==> config.mk <==
export PLATFORM = sky130hd
export DESIGN_NAME = prf_timing_gen
export DESIGN_NICKNAME = d
export VERILOG_FILES = /design/src/rtl/prf_timing_gen.sv
export SDC_FILE = /design/constraint.sdc
export NUM_CORES = 1
export LEC_CHECK = 0
export BUFFER_PORTS_ARGS = -buffer_cell sky130_fd_sc_hd__buf_4
export CAP_MARGIN = 5
export CORE_MARGIN = 5
export CORE_UTILIZATION = 55
export DETAILED_ROUTE_END_ITERATION = 10
export PLACE_DENSITY = 0.75
export REMOVE_ABC_BUFFERS = 1
export SYNTH_ARGS = -nofsm -noshare
export SYNTH_HDL_FRONTEND = slang
export SYNTH_SLANG_ARGS = --single-unit
==> constraint.sdc <==
create_clock -name clk -period 7.7 [get_ports clk]
set_input_delay 1.155 -clock clk [delete_from_list [all_inputs] [get_ports clk]]
set_output_delay 1.155 -clock clk [all_outputs]
set_load 0.02 [all_outputs]
==> src/rtl/prf_timing_gen.sv <==
// prf_timing_gen: radar pulse-timing generator.
//   Produces the PRI start marker (prf), the delayed transmit trigger (tr) and
//   a calibration window (ct) that lasts one full PRI. prf and tr also have
//   one-cycle rise/fall flags. New count settings are taken on an update
//   strobe. While running they are held in a pending buffer and only become
//   active at the next PRI wrap, so a PRI is never altered part-way through.
// Optional feature macro: PRF_TIMING_CT_EN
//   When it is defined, the calibration interval timer and the ct logic are
//   built. When it is not defined, ct is tied to 0 and ct_clock_num is ignored.
// Ports:
//   clk, rst (async, active low)
//   update                                      - strobe that takes new settings
//   pulse_clock_num / sweep_clock_num /
//   ys_clock_num / ct_clock_num                 - count settings in clocks
//   prf, prf_edge[1:0], tr, tr_edge[1:0], ct    - registered outputs;
//                                                 edge bit [0] = rise, [1] = fall
//
// state   | meaning
// --------+------------------------------------------------------------
// ST_IDLE | stopped: outputs driven to 0, pc held at 0
// ST_RUN  | pc walks 0..s_period-1; outputs follow the pc being emitted
module prf_timing_gen #(
  parameter int unsigned CNT_W          = 32,
  parameter bit          START_ON_RESET = 1'b0,
  parameter int unsigned DEF_PERIOD     = 1000,
  parameter int unsigned DEF_PULSE      = 100
) (
  input  logic             clk,
  input  logic             rst,
  input  logic             update,
  input  logic [CNT_W-1:0] pulse_clock_num,
  input  logic [CNT_W-1:0] sweep_clock_num,
  input  logic [CNT_W-1:0] ys_clock_num,
  input  logic [CNT_W-1:0] ct_clock_num,
  output logic             tr,
  output logic [1:0]       tr_edge,
  output logic             prf,
  output logic [1:0]       prf_edge,
  output logic             ct
);

  typedef enum logic {ST_IDLE = 1'b0, ST_RUN = 1'b1} state_t;

  localparam logic [CNT_W-1:0] ONE        = CNT_W'(1);
  localparam logic [CNT_W-1:0] RST_PERIOD = START_ON_RESET ? CNT_W'(DEF_PERIOD) : '0;
  localparam logic [CNT_W-1:0] RST_PULSE  = START_ON_RESET ? CNT_W'(DEF_PULSE) : '0;
  localparam state_t           RST_STATE  = START_ON_RESET ? ST_RUN : ST_IDLE;

  state_t           state;
  logic [CNT_W-1:0] pc;
  logic [CNT_W-1:0] s_pulse, s_period, s_ys;
  logic [CNT_W-1:0] p_pulse, p_period, p_ys;
  logic             upd_pend;

  logic             prf_nxt, tr_nxt, pc_last, apply_now, start_now;
  logic [CNT_W:0]   tr_end;
  logic [CNT_W-1:0] src_pulse, src_period, src_ys;

  // pc is the phase that will be emitted at the next clock edge.
  always_comb begin
    prf_nxt    = (pc < s_pulse);
    // Computed one bit wider so that a large ys + pulse clips at the PRI end
    // instead of wrapping around.
    tr_end     = {1'b0, s_ys} + {1'b0, s_pulse};
    tr_nxt     = (pc >= s_ys) && ({1'b0, pc} < tr_end) && (pc < s_period);
    pc_last    = (pc == s_period - ONE);
    start_now  = (state == ST_IDLE) && update && (sweep_clock_num != '0);
    apply_now  = (state == ST_RUN) && pc_last && (update || upd_pend);
    // An update that coincides with the wrap takes priority over the pending buffer.
    src_pulse  = update ? pulse_clock_num : p_pulse;
    src_period = update ? sweep_clock_num : p_period;
    src_ys     = update ? ys_clock_num    : p_ys;
  end

  always_ff @(posedge clk or negedge rst) begin
    if (!rst) begin
      state    <= RST_STATE;
      pc       <= '0;
      s_pulse  <= RST_PULSE;
      s_period <= RST_PERIOD;
      s_ys     <= '0;
      p_pulse  <= '0;
      p_period <= '0;
      p_ys     <= '0;
      upd_pend <= 1'b0;
      prf      <= 1'b0;
      tr       <= 1'b0;
      prf_edge <= 2'b00;
      tr_edge  <= 2'b00;
    end else begin
      case (state)
        ST_IDLE: begin
          prf      <= 1'b0;
          tr       <= 1'b0;
          prf_edge <= {prf, 1'b0};
          tr_edge  <= {tr, 1'b0};
          pc       <= '0;
          upd_pend <= 1'b0;
          if (start_now) begin
            s_pulse  <= pulse_clock_num;
            s_period <= sweep_clock_num;
            s_ys     <= ys_clock_num;
            state    <= ST_RUN;
          end
        end
        ST_RUN: begin
          prf      <= prf_nxt;
          tr       <= tr_nxt;
          prf_edge <= {prf & ~prf_nxt, ~prf & prf_nxt};
          tr_edge  <= {tr & ~tr_nxt, ~tr & tr_nxt};
          if (pc_last) begin
            pc <= '0;
            if (apply_now) begin
              s_pulse  <= src_pulse;
              s_period <= src_period;
              s_ys     <= src_ys;
              upd_pend <= 1'b0;
              if (src_period == '0) state <= ST_IDLE;
            end
          end else begin
            pc <= pc + ONE;
            if (update) begin
              p_pulse  <= pulse_clock_num;
              p_period <= sweep_clock_num;
              p_ys     <= ys_clock_num;
              upd_pend <= 1'b1;
            end
          end
        end
        default: state <= ST_IDLE;
      endcase
    end
  end

`ifdef PRF_TIMING_CT_EN
  logic [CNT_W-1:0] s_ct, p_ct, ic, src_ct;
  logic             ct_pend, ct_expire;

  assign src_ct    = update ? ct_clock_num : p_ct;
  // ic is a down-counter. It expires on the S_ct-th run clock after it is loaded.
  assign ct_expire = (s_ct != '0) && (ic == '0);

  always_ff @(posedge clk or negedge rst) begin
    if (!rst) begin
      s_ct    <= '0;
      p_ct    <= '0;
      ic      <= '0;
      ct_pend <= 1'b0;
      ct      <= 1'b0;
    end else if (state == ST_IDLE) begin
      ct      <= 1'b0;
      ct_pend <= 1'b0;
      ic      <= (start_now && ct_clock_num != '0) ? ct_clock_num - ONE : '0;
      if (start_now) s_ct <= ct_clock_num;
    end else begin
      // pc == 0 means that this edge emits the first clock of a PRI.
      if (pc == '0) begin
        ct      <= ct_pend;
        ct_pend <= ct_expire;
      end else if (ct_expire) begin
        ct_pend <= 1'b1;
      end
      if (s_ct == '0)   ic <= '0;
      else if (ct_expire) ic <= s_ct - ONE;
      else              ic <= ic - ONE;
      if (apply_now) begin
        s_ct    <= src_ct;
        ic      <= (src_ct != '0) ? src_ct - ONE : '0;
        ct_pend <= 1'b0;
      end else if (update && !pc_last) begin
        p_ct <= ct_clock_num;
      end
    end
  end
`else
  logic ct_unused;
  assign ct_unused = ^ct_clock_num;
  assign ct        = 1'b0;
`endif

endmodule
==> results of run 1 <==
## cell families after synthesis
logic type | after synthesis | share of synthesized area [%]
other cells | 1 | 0.0242
xor+xnor | 99 | 5.60
mux | 290 | 19.5
buf+inv | 150 | 4.11
simple gates | 306 | 10.4
compound gates | 226 | 9.84
fa+ha+maj | 161 | 13.0
flops | 232 | 37.5
## per-layer routing
| metal | global-route usage [%] | vias up | routed length [um] |
|---|---|---|---|
| met2 | 35.7 | 230 | 15500 |
| met1 | 33.1 | 5453 | 17300 |
| met4 | 5.32 | 0 | 716 |
| met3 | 2.58 | 46 | 1370 |
| li1 | - | 5527 | - |
| met5 | 0 | - | 0 |
## state kept, by name, summed over array words and instances (netlist names)
signal,cells
p_pulse,32
s_period,32
p_period,32
prf,1
upd_pend,1
tr_edge,2
pc,32
s_ys,32
s_pulse,32
p_ys,32
tr,1
prf_edge,2
state,1
## cells in the final DEF (no fill, tap or decap), drive strengths merged, types with 16 or more instances in the layout
cell type  count
dfrtp        232
mux2i        190
ha           160
buf          109
inv          108
mux2         100
nor2          84
a21o          60
a21oi         55
xnor2         53
xor2          46
nand4         45
nand2         38
o21ai         33
clkbuf        32
nand3         28
nor3          27
nor4          24
and3          16
## final cells by class
class | count | share of cell area [%]
multi-input cells | 1083 | 51.7
flip-flops and latches | 232 | 33.0
repair buffers | 109 | 4.70
clock buffers | 32 | 4.07
well taps | 378 | 2.69
inverters | 106 | 2.26
clock inverters | 16 | 1.55
## per-stage QoR
step	util (%)	instance area, um^2	power [mW]	hold WS [ps]
after floorplan	-	15300	2.31	467
final	63.3	17600	4.03	444
after global placement	59.7	16600	2.59	427
after CTS	63.3	17600	4.07	449
after global routing	63.3	17600	4.28	473
after detailed placement	59.7	16600	2.63	441
## worst min-delay path by stage
stage | slack [ps] | end
6_report | 440 | tr_edge[0]
5_1_grt | 470 | tr_edge[0]
4_1_cts | 450 | tr_edge[0]
3_5_place_dp | 440 | tr_edge[0]
3_3_place_gp | 430 | tr_edge[0]
2_1_floorplan | 470 | upd_pend
## where the power goes
part | internal (mW) | switching [mW] | total (mW) | leakage (nW)
sequential | 1.36 | 0.158 | 1.51 | 2.72
combinational | 0.513 | 0.584 | 1.10 | 6.13
clock | 0.898 | 0.524 | 1.42 | 0.483
## worst max-delay path: cells and delay by family, from the launching register on
kind            cells  cell delay (ps)
xor+xnor            1              150
compound gates     11             3070
flops               1              400
fa+ha+maj           2              660
simple gates        4              630
==> run_results.csv, run 1 <==
group,metric,value,unit
outcome,outcome,"finished clean",
global_routing,grt_pass1_vias,11495,
cts,clk_latency,530,ps
cts,numCtsBuffers,27,
critical_path,reg2reg_from,"s_pulse[7]",
critical_path,worstSetupPathType,"reg2reg",
sta,fmax,202,MHz
cts,ctsHtreeMaxLevel,1,
yosys,yosysTopAreaCell,"dfrtp_1",
route,postRouteAntennaNets,0,
cells_and_area,layout.area.seq,5810,um^2
yosys,synth_edf_count,0,
die,core_area,27800,um^2
sta,hold_viol,0,
global_routing,antenna_found_initial,0,
global_routing,grtUsageTotal,22.5,%
sta,worst_slack,2760,ps
route,vias,11256,
cts,hold_buffers,0,
cells_and_area,antennaDiodeCount,0,
placement,io_buffers,104,
cts,postCtsSetupRepairBufs,0,
cells_and_area,layout.nets,1851,
global_routing,grt_pass1_wl,58.5,mm
die,dieArea,31600,um^2
flow_run,drv_cap,0,
die,boundaryPins,138,
sta,relSlewSlack,23.3,%
power_and_ir_drop,powerDensity,230,nW/um^2
yosys,synth-seq-cells,232,
yosys,syn_inst,1465,
critical_path,arrival,5420,ps
die,die_h,178,um
die,rows,61,
critical_path,max_stage_delay,510,ps
cts,cts-resized-gates,0,
sta,finalSetupTns,0,ps
route,drc,0,
global_routing,overflow,0,
cells_and_area,layoutNonFillerInstCount,1956,
route,wl_per_cell,17.8,um
cts,cts.sinks,232,
sta,drv_slew,0,
die,fp.dieW,178,um
route,drt-total-wl,34.9,mm
placement,dp_cells,1908,
cells_and_area,fillers,2295,
sta,min_period,4940,ps
yosys,synth.most_common_cell,"dfrtp_1",
die,start_util,55.8,%
min_path,min-delay-start,"tr",
yosys,synth_common_cells,"dfrtp_1, mux2i_1, ha_1",
cells_and_area,multiInputGateArea,9080,um^2
route,drtPass1Iterations,5,
cells_and_area,area.growth.synth_to_final,13.4,%
critical_path,startpoint,"s_pulse[7]",
yosys,ys_warn_count,0,
power_and_ir_drop,power.leakage,9.33,nW
yosys,synth-seq-area-share,37.5,%
cts,cts.reportedPaths.clkPinSlew,60,ps
placement,post-dp-hpwl,26.3,mm
power_and_ir_drop,vdd_ir_drop_max,0.168,mV
sta,min_period_over_period,64.2,%
cts,cts_tree,"built",
placement,pre_cts_slack,2850,ps
route,drt_iter0_markers,602,
critical_path,cp_max_fo,5,
critical_path,start_kind,"flop",
critical_path,critical_path.endpoint_type,"flop",
critical_path,path_cells,"ha_1 -> a211oi_1 -> o21bai_1 -> a21o_1 -> a21oi_1 -> o311ai_0 -> a31o_2 -> a21oi_1 -> o21ai_0 -> xnor2_1 -> ha_1 -> nand2_1 -> nor3_1 -> o211ai_1 -> a211o_1 -> a2111oi_0 -> or3b_2 -> and2_1",
yosys,synth.distinct_cells,68,
cells_and_area,drive_gt1_share,16.7,%
yosys,synth.top_cells.by_area,"dfrtp_1, ha_1, mux2i_1",
sta,rsz0062_at_grt,"false",
sta,setup_viol,0,
placement,routabilityCongestion,0.902,
sta,skew,10.3,ps
yosys,synth_ff_type,"dfrtp_1",
yosys,syn_area,15500,um^2
critical_path,regToRegSetupSlack,2760,ps
min_path,hold_depth,1,
critical_path,regToRegEndpoint,"tr_edge[1]",
critical_path,worstRegToRegCells,18,
min_path,hp-class,"reg2reg",
global_routing,grt_max_degree,108,
critical_path,crit_required,8170,ps
critical_path,cpMaxStageDelayCell,"a2111oi_0",
cts,clockRootBuffer,"clkbuf_16",
yosys,synth_top_area_share,37.5,%
sta,worstMarginPinSlew,1150,ps
yosys,synthArstFlopShare,100,%
yosys,avgSynthCellArea,10.6,um^2
cts,clockBufferDepth,3,
route,via_per_inst,5.75,
critical_path,crit_end,"tr_edge[1]",
(Power assumes the default switching activity.)
==> run 2: changes to the inputs <==
Settings changed: PLACE_DENSITY 0.75 to 0.77.
Clock period 7.7 ns to 4.5 ns, I/O delays scaled along.
==> run_results.csv, run 2 (same netlist as run 1, synthesis figures left out) <==
group,metric,value,unit
sta,hold_viol,0,
cells_and_area,antennaDiodeCount,0,
die,fp.dieW,178,um
route,drt_iter0_markers,630,
cts,hold_buffers,0,
critical_path,crit_required,4980,ps
cts,clockBufferDepth,3,
cells_and_area,layout_commonest_cell,"dfrtp_1",
sta,relSlewSlack,23.3,%
cells_and_area,area.growth.synth_to_final,16.1,%
sta,min_period,4360,ps
sta,whs,244,ps
critical_path,reg2reg_from,"s_ys[0]",
cells_and_area,drive_gt1_share,20.1,%
route,vias,11507,
cells_and_area,fillers,2220,
flow_run,drv_cap,0,
power_and_ir_drop,p_comb_share,30.4,%
cts,numCtsBuffers,26,
global_routing,overflow,0,
die,start_util,55.8,%
sta,setup_viol,0,
global_routing,use_met1,32.8,%
sta,worst_slack,138,ps
die,boundaryPins,138,
outcome,outcome,"finished clean",
critical_path,regToRegSetupSlack,140,ps
power_and_ir_drop,power.switching,2.23,mW
global_routing,grt_pass1_vias,12051,
global_routing,antenna_found_initial,0,
global_routing,met3_usage,2.73,%
route,postRouteAntennaNets,0,
critical_path,start_kind,"flop",
sta,min_period_over_period,96.9,%
placement,pre_cts_slack,-199,ps
sta,drv_slew,0,
power_and_ir_drop,vdd_ir_drop_max,0.319,mV
cells_and_area,multiInputGateArea,9210,um^2
route,drt-total-wl,36.2,mm
sta,worstMarginPinSlew,1150,ps
cts,ctsHtreeMaxLevel,1,
critical_path,worstRegToRegCells,18,
power_and_ir_drop,power.leakage,9.55,nW
sta,skew,22.9,ps
route,drc,0,
critical_path,critical_path.endpoint_type,"flop",
global_routing,grt_max_degree,129,
placement,routabilityCongestion,0.919,
sta,fmax,229,MHz
die,rows,61,
power_and_ir_drop,p_int,4.65,mW
die,die_h,178,um
die,dieArea,31600,um^2
cts,cts.sinks,232,
cells_and_area,layout.nets,1894,
min_path,hp-class,"in2async",
critical_path,arrival,4850,ps
cts,cts_tree,"built",
cts,cts.reportedPaths.clkPinSlew,60,ps
cts,clockRootBuffer,"clkbuf_16",
sta,rsz0062_at_grt,"true",
global_routing,grtUsageTotal,23.1,%
cells_and_area,final_cell_mix,"dfrtp_1, mux2i_1, ha_1",
route,wl_per_cell,18.1,um
die,core_area,27800,um^2
route,drtPass1Iterations,5,
global_routing,grt-busiest-layer,"met2",
critical_path,cp_max_fo,3,
global_routing,grt_pass1_wl,60.0,mm
placement,post-dp-hpwl,27.4,mm
power_and_ir_drop,seqPwrFrac,37.7,%
route,via_per_inst,5.76,
critical_path,regToRegEndpoint,"tr_edge[1]",
cells_and_area,layout.area.seq,5810,um^2
critical_path,worstSetupPathType,"reg2reg",
global_routing,use_met2,37.6,%
power_and_ir_drop,p_clk_share,32.0,%
placement,io_buffers,104,
power_and_ir_drop,switching_share,32.4,%
power_and_ir_drop,powerDensity,382,nW/um^2
cts,clk_latency,540,ps
-- run 2: critical path: stages (launching register included) --
cell       delay [ps]
dfrtp_1           430
ha_4              190
fa_2              390
a211oi_2          230
o21ai_1           100
o211ai_1          160
nand2_1           150
a21o_1            190
a21oi_2           120
xor2_1             90
ha_1              310
buf_4             110
nand4_1           120
o41ai_2           460
o211ai_1          180
a211o_1           380
a2111oi_4         360
or3b_4            210
and2_1            110
-- run 2: worst max-delay path by stage --
| stage | from | endpoint | slack (ps) | depth (start not counted) |
|---|---|---|---|---|
| global placement | s_ys[0] | tr_edge[1] | -140 | 21 |
| global route | s_pulse[16] | tr_edge[1] | -70 | 19 |
| detailed placement | s_ys[0] | tr_edge[1] | -200 | 19 |
| CTS | s_ys[0] | tr_edge[1] | 5 | 20 |
| floorplan | s_period[1] | s_pulse[0] | -1020 | 11 |
| finish | s_ys[0] | tr_edge[1] | 140 | 18 |
-- run 2: layer usage --
metal / up-vias / wire length (um)
li1: 5598 / -
met1: 5591 / 17000
met2: 258 / 16800
met3: 60 / 1510
met4: 0 / 861
met5: - / 0
-- run 2: what timing repair did --
item | CTS | global route
endpoints found under the setup margin | 3 | 3
pin swaps | 7 | 27
gates resized for setup | 9 | 20
buffers inserted | 3 | 7
hold endpoints to repair | 0 | 0
-- run 2: area by class of cell --
type	instances	share of cell area, %
well taps	378	2.63
repair buffers	153	6.79
clock buffers	35	4.14
clock inverters	11	0.820
inverters	106	2.21
flip-flops and latches	232	32.3
multi-input cells	1083	51.2
-- run 2: stage by stage --
step                      std cells  utilization (%)  total power, mW  area (um^2)  TNS (ps)
after floorplan                1421                -             3.96        15300   -161950
after global placement         1943             60.9             4.50        16900      -356
after detailed placement       1943             60.9             4.60        16900      -539
after CTS                      1992             64.3             6.86        17900         0
after global routing           1998             64.8             7.32        18000      -120
final                          1998             64.8             6.88        18000         0
-- run 2: power by group through the flow --
stage | Clock, mW | Sequential (mW) | Combinational, mW
finish | 2.20 | 2.59 | 2.09
global route | 2.33 | 2.63 | 2.36
CTS | 2.25 | 2.59 | 2.03
detailed placement | 0 | 2.62 | 1.98
global placement | 0 | 2.61 | 1.90
floorplan | 0 | 2.54 | 1.42
